===== src/rtl/motor_pwm_driver.sv =====
// Dual H-bridge PWM driver with per-channel direction FSM and reversal deadtime.
// Define MOTOR_SOFT_RAMP_EN to ramp applied duty in 32-count steps.
module motor_pwm_channel #(
    parameter int DEAD_PERIODS = 4
) (
    input  logic       clk,
    input  logic       rst,
    input  logic       boundary,
    input  logic [7:0] count,
    input  logic [4:0] cmd,
    output logic       in1,
    output logic       in2,
    output logic       en,
    output logic       in_dead
);

    localparam int DEAD_INIT = (DEAD_PERIODS < 1) ? 1 : DEAD_PERIODS;
    localparam int DW = $clog2(DEAD_INIT + 1);

    typedef enum logic [1:0] {
        IDLE,
        DRIVE,
        DEAD
    } state_t;

    state_t state, state_n;
    logic dir, dir_n;
    logic [7:0] duty, duty_n;
    logic [DW-1:0] dcnt, dcnt_n;

    logic neutral;
    logic cmd_rev;
    logic [7:0] target;
    logic [7:0] entry_duty;
    logic [7:0] ramp_duty;

    assign neutral = cmd[0];
    assign cmd_rev = cmd[1];
    assign target = (cmd[4:2] == 3'd7) ? 8'd224 : {cmd[4:2] + 3'd1, 5'd0};

    always_comb begin
        entry_duty = target;
        ramp_duty = target;
`ifdef MOTOR_SOFT_RAMP_EN
        entry_duty = 8'd32;
        if ({1'b0, duty} + 9'd32 < {1'b0, target})
            ramp_duty = duty + 8'd32;
        else if ({1'b0, duty} > {1'b0, target} + 9'd32)
            ramp_duty = duty - 8'd32;
`endif
    end

    always_comb begin
        state_n = state;
        dir_n = dir;
        duty_n = duty;
        dcnt_n = dcnt;
        if (boundary) begin
            unique case (state)
                IDLE: begin
                    if (!neutral) begin
                        state_n = DRIVE;
                        dir_n = cmd_rev;
                        duty_n = entry_duty;
                    end
                end
                DRIVE: begin
                    if (neutral) begin
                        state_n = IDLE;
                    end else if (cmd_rev != dir) begin
                        state_n = DEAD;
                        dcnt_n = DW'(DEAD_INIT);
                    end else begin
                        duty_n = ramp_duty;
                    end
                end
                DEAD: begin
                    // Target changes are only looked at once the full deadtime has run out
                    if (dcnt <= DW'(1)) begin
                        dcnt_n = '0;
                        if (neutral) begin
                            state_n = IDLE;
                        end else begin
                            state_n = DRIVE;
                            dir_n = cmd_rev;
                            duty_n = entry_duty;
                        end
                    end else begin
                        dcnt_n = dcnt - DW'(1);
                    end
                end
                default: state_n = IDLE;
            endcase
        end
    end

    always_ff @(posedge clk or posedge rst) begin
        if (rst) begin
            state <= IDLE;
            dir <= 1'b0;
            duty <= '0;
            dcnt <= '0;
            en <= 1'b0;
            in1 <= 1'b0;
            in2 <= 1'b0;
        end else begin
            state <= state_n;
            dir <= dir_n;
            duty <= duty_n;
            dcnt <= dcnt_n;
            en <= (state == DRIVE) && (count < duty);
            in1 <= (state == DRIVE) && !dir;
            in2 <= (state == DRIVE) && dir;
        end
    end

    assign in_dead = (state == DEAD);

endmodule

module motor_pwm_driver #(
    parameter int PWM_DIV = 49,
    parameter int DEAD_PERIODS = 4
) (
    input  logic       CLK,
    input  logic       RST,
    input  logic [4:0] MC1,
    input  logic [4:0] MC2,
    output logic       R_IN1,
    output logic       R_IN2,
    output logic       R_EN,
    output logic       L_IN1,
    output logic       L_IN2,
    output logic       L_EN,
    output logic       BUSY
);

    localparam int PW = (PWM_DIV < 1) ? 1 : $clog2(PWM_DIV + 1);

    logic [4:0] mc1_q;
    logic [4:0] mc2_q;
    logic [PW-1:0] pre;
    logic [7:0] count;
    logic tick;
    logic boundary;
    logic r_dead;
    logic l_dead;

    assign tick = (pre == PW'(PWM_DIV));
    assign boundary = tick && (count == 8'd255);

    always_ff @(posedge CLK or posedge RST) begin
        if (RST) begin
            mc1_q <= '0;
            mc2_q <= '0;
            pre <= '0;
            count <= '0;
            BUSY <= 1'b0;
        end else begin
            mc1_q <= MC1;
            mc2_q <= MC2;
            pre <= tick ? '0 : pre + PW'(1);
            if (tick)
                count <= count + 8'd1;
            BUSY <= r_dead || l_dead;
        end
    end

    motor_pwm_channel #(
        .DEAD_PERIODS(DEAD_PERIODS)
    ) u_right (
        .clk(CLK),
        .rst(RST),
        .boundary(boundary),
        .count(count),
        .cmd(mc1_q),
        .in1(R_IN1),
        .in2(R_IN2),
        .en(R_EN),
        .in_dead(r_dead)
    );

    motor_pwm_channel #(
        .DEAD_PERIODS(DEAD_PERIODS)
    ) u_left (
        .clk(CLK),
        .rst(RST),
        .boundary(boundary),
        .count(count),
        .cmd(mc2_q),
        .in1(L_IN1),
        .in2(L_IN2),
        .en(L_EN),
        .in_dead(l_dead)
    );

endmodule

===== config.mk =====
export PLATFORM = sky130hd
export DESIGN_NAME = motor_pwm_driver
export DESIGN_NICKNAME = d
export VERILOG_FILES = /design/src/rtl/motor_pwm_driver.sv
export SDC_FILE = /design/constraint.sdc
export NUM_CORES = 1
export LEC_CHECK = 0
export CAP_MARGIN = 20
export CORE_MARGIN = 2
export CORE_UTILIZATION = 50
export CTS_CLUSTER_DIAMETER = 60
export DETAILED_ROUTE_END_ITERATION = 10
export PLACE_DENSITY = 0.73
export RECOVER_POWER = 25
export SYNTH_ARGS = -nofsm -noshare
export SYNTH_HDL_FRONTEND = slang
export SYNTH_HIERARCHICAL = 1
export SYNTH_SLANG_ARGS = --single-unit

===== constraint.sdc =====
create_clock -name CLK -period 3 [get_ports CLK]
set_input_delay 0.6 -clock CLK [delete_from_list [all_inputs] [get_ports CLK]]
set_output_delay 0.6 -clock CLK [all_outputs]
set_load 0.03 [all_outputs]

Word-level counts from Yosys, hierarchy flattened
Cells that the tools add are included.
Widths: inputs -> output; s select.
- register bits after elaboration: 59
- latch bits: 0
- bits in writable memories: 0
- word-level logic and storage cells: 116
- ROM bits: 0
- input bits: 12
- output and inout bits: 7
- memories kept: 0
- bitwise logic cells: 0
- divide/modulo/power cells: 0
- shift operators: 0
- equality and inequality tests: 22
- multipliers: 0
- $add $sub $neg: 6
- $lt $le $gt $ge: 4
- reduce and logical (&&, ||, !) cells: 26
- mux-type cells: 39
- operators by type and width (kind ; number):
    $mux 8 ; 10
    $pmux 8 s3 ; 2
    $mux 3 ; 6
    $lt 8x8->1 ; 2
    $mux 2 ; 8
    $reduce_and 4->1 ; 4
    $ne 2x2->1 const B ; 6
    $pmux 2 s3 ; 2
    $pmux 3 s2 ; 2
    $reduce_and 5->1 ; 2
    $add 8x1->8 const B ; 1
    $eq 8x8->1 const B ; 1
    $ne 2x1->1 const B ; 4
    $reduce_bool 2->1 ; 4
    $logic_and 1x1->1 ; 7
    $add 3x1->3 const B ; 2
    $add 6x1->6 const B ; 1
    $eq 3x3->1 const B ; 2
    $eq 6x6->1 const B ; 1
    $le 3x1->1 const B ; 2
    $mux 1 ; 6
    $mux 6 ; 1
    $ne 3x2->1 const B ; 2
    $reduce_and 3->1 ; 2
    9 further kinds ; 17

Depth between registers and ports, before layout
Gate-level depths: netlist (run 1).
- depth after elaboration: 5
- gate-level depth with buffers: 7
- depth with buffers taken out: 7

By module
Netlist (run 1), hierarchy kept.
- modules (own cells, without submodules) (module ; area an instance (µm²) ; times used ; cells an instance ; sequential area each (µm²)):
    motor_pwm_channel ; 698.2 ; 2 ; 61 ; 300.3
    motor_pwm_driver ; 965.9 ; 1 ; 71 ; 625.6

Worst setup path after synthesis (run 1)
No wires, ideal clock.
- kind: register to register
- start: register pre[1]
- end: register u_left.duty[5]
- arrival time: 3054 ps
- data required time: 2875 ps
- period minus slack after synthesis: 3180 ps
- path slack: -180 ps
- setup time: 125 ps
- cell stages (with the launch flop): 7
- buffers on the path: 0
- path through: dfrtp_1 inv_1 ha_1 nand3b_4 nor4_1 nand4b_2 mux2_4
- word-level cells in the longest chain between the ends: 3
- ends and longest elaborated chain (what ; RTL line ; text):
    from (decl) ; 142 ; logic [PW-1:0] pre;
    from (signal assigned) ; 162 ; pre <= tick ? '0 : pre + PW'(1);
    $eq 6x6->1 ; 149 ; assign tick = (pre == PW'(PWM_DIV));
    $logic_and 1x1->1 ; 150 ; assign boundary = tick && (count == 8'd255);
    via boundary ; 145 ; logic boundary;
    $reduce_and 5->1 (no source line) ; - ;
    to (signal assigned) ; 109 ; duty <= duty_n;
    to (decl) ; 28 ; logic [7:0] duty, duty_n;
The timed path passes the listed nets, and every way through them passes these cells.
A chain may end at the register's enable or synchronous reset.

Worst setup path in the final report (run 1)
- start: register pre[1]
- end: register u_left.dir
- word-level cells in the longest chain between the ends: 3
- ends and longest elaborated chain (what ; RTL line ; text):
    $eq 6x6->1 ; 149 ;
    $logic_and 1x1->1 ; 150 ;
    via boundary ; 145 ;
    $reduce_and 3->1 (no source line) ; - ;
    to (signal assigned) ; 108 ; dir <= dir_n;
    to (decl) ; 27 ; logic dir, dir_n;
The timed path passes the listed nets, and every way through them passes these cells.

==> impl_metrics.py, run 1 <==
metrics = {
    "flow_run": {
        "drv_cap": 0,
    },
    "worst_setup_path": {
        "r2r_slack_ns": 0.95,
        "end_kind": "register",
        "crit_chain": "inv_1 > ha_1 > nand3b_4 > nor4_2 > buf_4 > and3_1 > mux2_1",
        "crit_family": "simple AND/OR/NAND/NOR gates",
        "path_max_fanout": 14,
        "start_kind": "register",
        "worst_path_max_delay_cell": "dfrtp_1",
        "arrival_ns": 2.24,
        "max_stage_delay_ns": 0.42,
        "worstSetupPathType": "reg2reg",
        "cp_num_buf_inv": 2,
        "required_ns": 3.19,
    },
    "timing": {
        "skew_ns": 0.0110,
        "hold_viol": 0,
        "tns_ns": 0,
        "period_needed_ns": 2.05,
        "tightestPinTransition_ns": 0.483,
        "setup_viol": 0,
        "slew_violations": 0,
        "rsz0062_at_grt": "no",
        "fin_crit_sh": 0.685,
        "relSlewSlack": 0.678,
        "fmax_mhz": 487,
    },
    "synth": {
        "netlist_area_um2": 2360,
        "yosys_most_used_dff": "dfrtp_1",
        "synth_top_cell_area_share": 0.519,
        "yosysWarnings": 6,
        "yosysUniqueCellTypes": 40,
        "synth_edf_count": 0,
        "synth_top_cell_by_area": "dfrtp_1",
        "synth_area_leaders": "dfrtp_1 52%, ha_1 6.9%, mux2_4 3.8%, inv_1 2.7%, nor2_1 2.7%",
        "syn_nets": 218,
        "synthCells": 193,
        "async_flop_share": 1.00,
        "yosysSeqAreaShare": 0.519,
        "ys_ff_latch": 49,
        "post_synth.cell_area_avg_um2": 12.2,
    },
    "grt": {
        "grt_overflow_total": 0,
        "track_usage": 0.157,
        "grt_max_degree": 18,
        "antenna_found_initial": 0,
        "grt_pass1_vias": 1491,
        "grt_pass1_wl_mm": 6.41,
    },
    "floorplan": {
        "row_count": 25,
        "die_w_um": 72.7,
        "dieArea_um2": 5290,
        "core_area_um2": 4630,
        "initial_core_util": 0.510,
        "die_h_um": 72.7,
        "pin_count": 19,
    },
    "clocking": {
        "cts_setup_buffers": 0,
        "cts_tree": "built",
        "clkLatencyLatePin_ns": 0.31,
        "clock-root-buffer": "clkbuf_8",
        "cts_resized": 0,
        "cts_buffers": 5,
        "htree_levels": 2,
        "clk_pin_slew_ns": 0.10,
        "clock_path_buffers": 2,
        "holdBufCountCts": 0,
        "clkSinkCount": 49,
    },
    "finish": {
        "fillers": 373,
        "final_cells": 275,
        "antennaDiodeCount": 0,
        "area_growth_pct": 15.3,
        "nets": 245,
        "drive_gt1_frac": 0.172,
    },
    "placement": {
        "io_buffers": 18,
        "dp_hpwl_mm": 2.76,
        "place_inst": 267,
        "gp_congestion": 0.693,
    },
    "detailed_routing": {
        "firstDrtPassIters": 4,
        "via_count": 1466,
        "drc": 0,
        "avgViaCountPerCell": 5.33,
        "wl_per_cell_um": 13.2,
        "ant_nets": 0,
        "drt_iter0_markers": 70,
        "drt-total-wl_mm": 3.62,
    },
    "power_and_ir_drop": {
        "vdd_ir_drop_max_v": 0.000362,
        "powerDensity_nw_per_um2": 407,
        "leakagePower_nw": 1.35,
    },
    "outcome": {
        "status": "complete, no violations",
    },
    "min_path": {
        "hold_class": "reg2reg",
    },
}
-- final timing paths --
path                           from           to  depth (start not counted)
max                          pre[1]   u_left/dir                          7
min                        count[3]     count[3]                          1
max reg2reg                  pre[1]   u_left/dir                          7
min reg2reg                count[3]     count[3]                          1
max in group asynchronous       RST     mc2_q[0]                          3
min in group asynchronous       RST  u_right/in1                          2
-- synthesized netlist by cell type (all sizes together) (3+ instances only) --
library cell  number
a21boi             4
a21o               4
a21oi              5
dfrtp             49
ha                13
inv               17
mux2               9
mux2i              4
nand2              7
nand2b             7
nand3              5
nand4b             3
nor2              18
nor3               5
nor4               3
o21ai              8
xnor2              4
xor2               8
-- per-layer routing --
| layer | up-vias | global-route usage | routed length (um) |
|---|---|---|---|
| met5 | - | 0 | 0 |
| met4 | 0 | 0.0617 | 50 |
| met3 | 5 | 0.0414 | 90 |
| met2 | 13 | 0.261 | 1800 |
| met1 | 737 | 0.196 | 1680 |
| li1 | 711 | - | - |
-- kinds of logic (layout without fill, tap and decap cells) --
family / after synthesis / count (layout) / share of synthesized area
adders and majority gates: 13 / 13 / 0.0689
and+or+nand+nor: 59 / 59 / 0.166
DFF: 49 / 49 / 0.519
xor gates and xnor gates: 12 / 12 / 0.0508
AOI/OAI and AO/OA: 30 / 30 / 0.0990
muxes: 13 / 13 / 0.0694
buffers and inverters: 17 / 45 / 0.0270
-- state kept, by name (all words and copies together) (netlist names), 2 cells and up --
register and count:
u_left/dcnt 3, count 8, mc1_q 5, u_left/state 2, mc2_q 5, u_right/state 2
u_left/duty 3, pre 6, u_right/duty 3, u_right/dcnt 3
-- power breakdown --
part           switching, W  internal [W]
Combinational     0.0000208     0.0000158
Sequential       0.00000525      0.000667
Clock              0.000231      0.000168
Total              0.000257      0.000851
-- metrics by stage --
stage / instance area [um^2] / power (W) / util / hold WS (ns) / setup WS [ns]
floorplan: 2370 / 0.000703 / - / 0.464 / 0.457
global placement: 2630 / 0.000726 / 0.568 / 0.485 / 1.03
detailed placement: 2630 / 0.000726 / 0.568 / 0.488 / 0.963
CTS: 2730 / 0.00112 / 0.589 / 0.515 / 0.936
global route: 2720 / 0.00115 / 0.588 / 0.526 / 0.810
finish: 2720 / 0.00111 / 0.588 / 0.512 / 0.946
-- layout make-up --
type / count / area [um^2] / share of cell area
well taps: 54 / 67.6 / 0.0248
repair buffers: 20 / 195 / 0.0717
multi-input cells: 127 / 1080 / 0.395
clock inverters: 3 / 25.0 / 0.00919
inverters: 17 / 63.8 / 0.0234
flip-flops and latches: 49 / 1230 / 0.450
clock buffers: 5 / 68.8 / 0.0253
-- placed cells by master (no fill, tap or decap), types with 5 or more instances in the layout --
| cell type | instances |
|---|---|
| ha_1 | 13 |
| inv_1 | 17 |
| nor2_1 | 17 |
| mux2_4 | 6 |
| xor2_1 | 6 |
| clkbuf_8 | 5 |
| nand3_1 | 5 |
| dfrtp_1 | 49 |
| nand2_1 | 7 |
| dlygate4sd3_1 | 11 |
| nor3_1 | 5 |
| clkdlybuf4s50_1 | 7 |
Power figures use the tool's default switching activity.
==> run 2, diff against run 1 <==
==> constraint.sdc (replaced) <==
create_clock -name CLK -period 1.7 [get_ports CLK]
set_input_delay 0.34 -clock CLK [delete_from_list [all_inputs] [get_ports CLK]]
set_output_delay 0.34 -clock CLK [all_outputs]
set_load 0.03 [all_outputs]
==> run 2 against run 1 <==
  * Total power is 92% higher
  * Sequential share of layout area is 4.1 points lower
  * Fmax grew 24%
  * Via count is 4.6% higher
  * Highest routed layer unchanged
  * Sequential power increased by 77%
  * First-iteration DRC count is 14% lower
  * Flip-flop and latch count stayed put
  * Wire length grew 13%
==> impl_metrics.py, run 2 (synthesis gave the netlist of run 1 again) <==
metrics = {
    "floorplan": {
        "die_w_um": 72.7,
        "initial_core_util": 0.510,
        "die_h_um": 72.7,
        "row_count": 25,
        "pin_count": 19,
        "core_area_um2": 4630,
        "dieArea_um2": 5290,
    },
    "finish": {
        "largest_reg_flops": 8,
        "area_growth_pct": 26.7,
        "final_common_cell": "dfrtp_1",
        "fillers": 354,
        "design_area_um2": 2990,
        "layout_common_cells": "49 x dfrtp_1, 20 x buf_4, 17 x nor2_1",
        "top_register": "count",
        "reg_top3": "count: 8 flops, pre: 6 flops",
        "nets": 266,
        "drive_gt1_frac": 0.281,
        "antennaDiodeCount": 0,
        "fin_util": 0.647,
    },
    "worst_setup_path": {
        "ff2ff_path_depth": 6,
        "r2r_slack_ns": 0.04,
        "start_kind": "register",
        "max_stage_delay_ns": 0.36,
        "endpoint": "u_left/dir",
        "worstSetupPathType": "reg2reg",
        "reg2reg_to": "u_left/dir",
        "r2r_start": "count[1]",
        "end_kind": "register",
        "worst_path_max_delay_cell": "dfrtp_1",
        "required_ns": 1.90,
        "crit_chain": "ha_2 > nand3_4 > nor4_4 > buf_4 > and3_4 > mux2_4",
        "path_max_fanout": 3,
        "path_depth": 6,
        "cp-startpoint": "count[1]",
        "crit_family": "simple AND/OR/NAND/NOR gates",
        "cp_num_buf_inv": 1,
        "arrival_ns": 1.86,
    },
    "detailed_routing": {
        "drc": 0,
        "wl_per_cell_um": 13.8,
        "drt_iter0_markers": 60,
        "via_count": 1533,
        "avgViaCountPerCell": 5.18,
        "firstDrtPassIters": 4,
        "drt-total-wl_mm": 4.09,
        "ant_nets": 0,
    },
    "clocking": {
        "clock-root-buffer": "clkbuf_8",
        "htree_levels": 2,
        "clkSinkCount": 49,
        "clock_path_buffers": 2,
        "holdBufCountCts": 0,
        "cts_buffers": 5,
        "clk_pin_slew_ns": 0.09,
        "cts_tree": "built",
        "clkLatencyLatePin_ns": 0.30,
    },
    "timing": {
        "skew_ns": 0.00477,
        "whs_ns": 0.531,
        "hold_viol": 0,
        "period_needed_ns": 1.66,
        "relSlewSlack": 0.585,
        "fin_crit_sh": 0.975,
        "fmax_mhz": 604,
        "rsz0062_at_grt": "yes",
        "slew_violations": 0,
        "tightestPinTransition_ns": 0.623,
        "setup_viol": 0,
    },
    "power_and_ir_drop": {
        "vdd_ir_drop_max_v": 0.000422,
        "powerDensity_nw_per_um2": 711,
        "leakagePower_nw": 1.49,
    },
    "placement": {
        "dp_hpwl_mm": 2.89,
        "io_buffers": 18,
        "gp_congestion": 0.789,
        "dpl-instance-area_um2": 2800,
    },
    "grt": {
        "grt_overflow_total": 0,
        "grt_max_degree": 26,
        "antenna_found_initial": 0,
        "grt_pass1_wl_mm": 6.87,
        "track_usage": 0.170,
        "grt_pass1_vias": 1509,
    },
    "flow_run": {
        "drv_cap": 0,
    },
    "outcome": {
        "status": "complete, no violations",
    },
    "min_path": {
        "hold_class": "reg2reg",
    },
}
-- run 2: cell types whose count changed in the layout (fill, tap and decap cells not counted), sizes merged --
cell,previous run,this run
buf,2,22
clkinv,1,0
clkbuf,5,7
inv,18,17
bufinv,0,1
-- run 2: power by group --
| part | leakage (nW) | switching, W | internal [W] | total, W |
|---|---|---|---|---|
| Clock | 0.0574 | 0.000400 | 0.000479 | 0.000879 |
| Sequential | 0.648 | 0.00000982 | 0.00118 | 0.00119 |
| Combinational | 0.784 | 0.0000371 | 0.0000271 | 0.0000642 |
-- run 2: worst min-delay path by stage --
stage	start	end	slack (ns)	depth (start not counted)
floorplan	RST	u_left/dcnt[0]	0.20	1
global placement	count[3]	count[3]	0.49	1
detailed placement	count[3]	count[3]	0.49	1
CTS	RST	u_right/state[0]	0.44	2
global route	u_left/duty[5]	u_left/duty[5]	0.55	1
finish	u_right/duty[5]	u_right/duty[5]	0.53	1
-- run 2: stage by stage --
stage          setup TNS [ns]  total power, W  setup slack [ns]  cells
4_1_cts                     0         0.00216            0.0152    293
5_1_grt                -0.339         0.00220           -0.0499    296
3_3_place_gp                0         0.00128           0.00966    284
6_report                    0         0.00213            0.0431    296
3_5_place_dp          -0.0825         0.00128           -0.0568    284
2_1_floorplan           -3.25         0.00124            -0.359    193
-- run 2: area by class of cell --
class,count,area (um^2),area share
flip-flops and latches,49,1230,0.410
multi-input cells,127,1140,0.381
repair buffers,41,375,0.125
clock buffers,6,82.6,0.0276
well taps,54,67.6,0.0226
inverters,17,63.8,0.0213
clock inverters,2,37.5,0.0125
-- run 2: repair_timing --
action                                  CTS  global route
pin swaps                                 0             1
cloned                                    0             0
buffers inserted                          1             3
gates resized for setup                   3             4
endpoints found under the setup margin    4            15
-- run 2: metal layers --
metal  GRT usage  vias to the layer above  routed length, um
met5           0                        -                  0
met4      0.0617                        0                 69
met3      0.0456                        7                102
met2       0.269                       17               2040
met1       0.225                      749               1880
li1            -                      760                  -
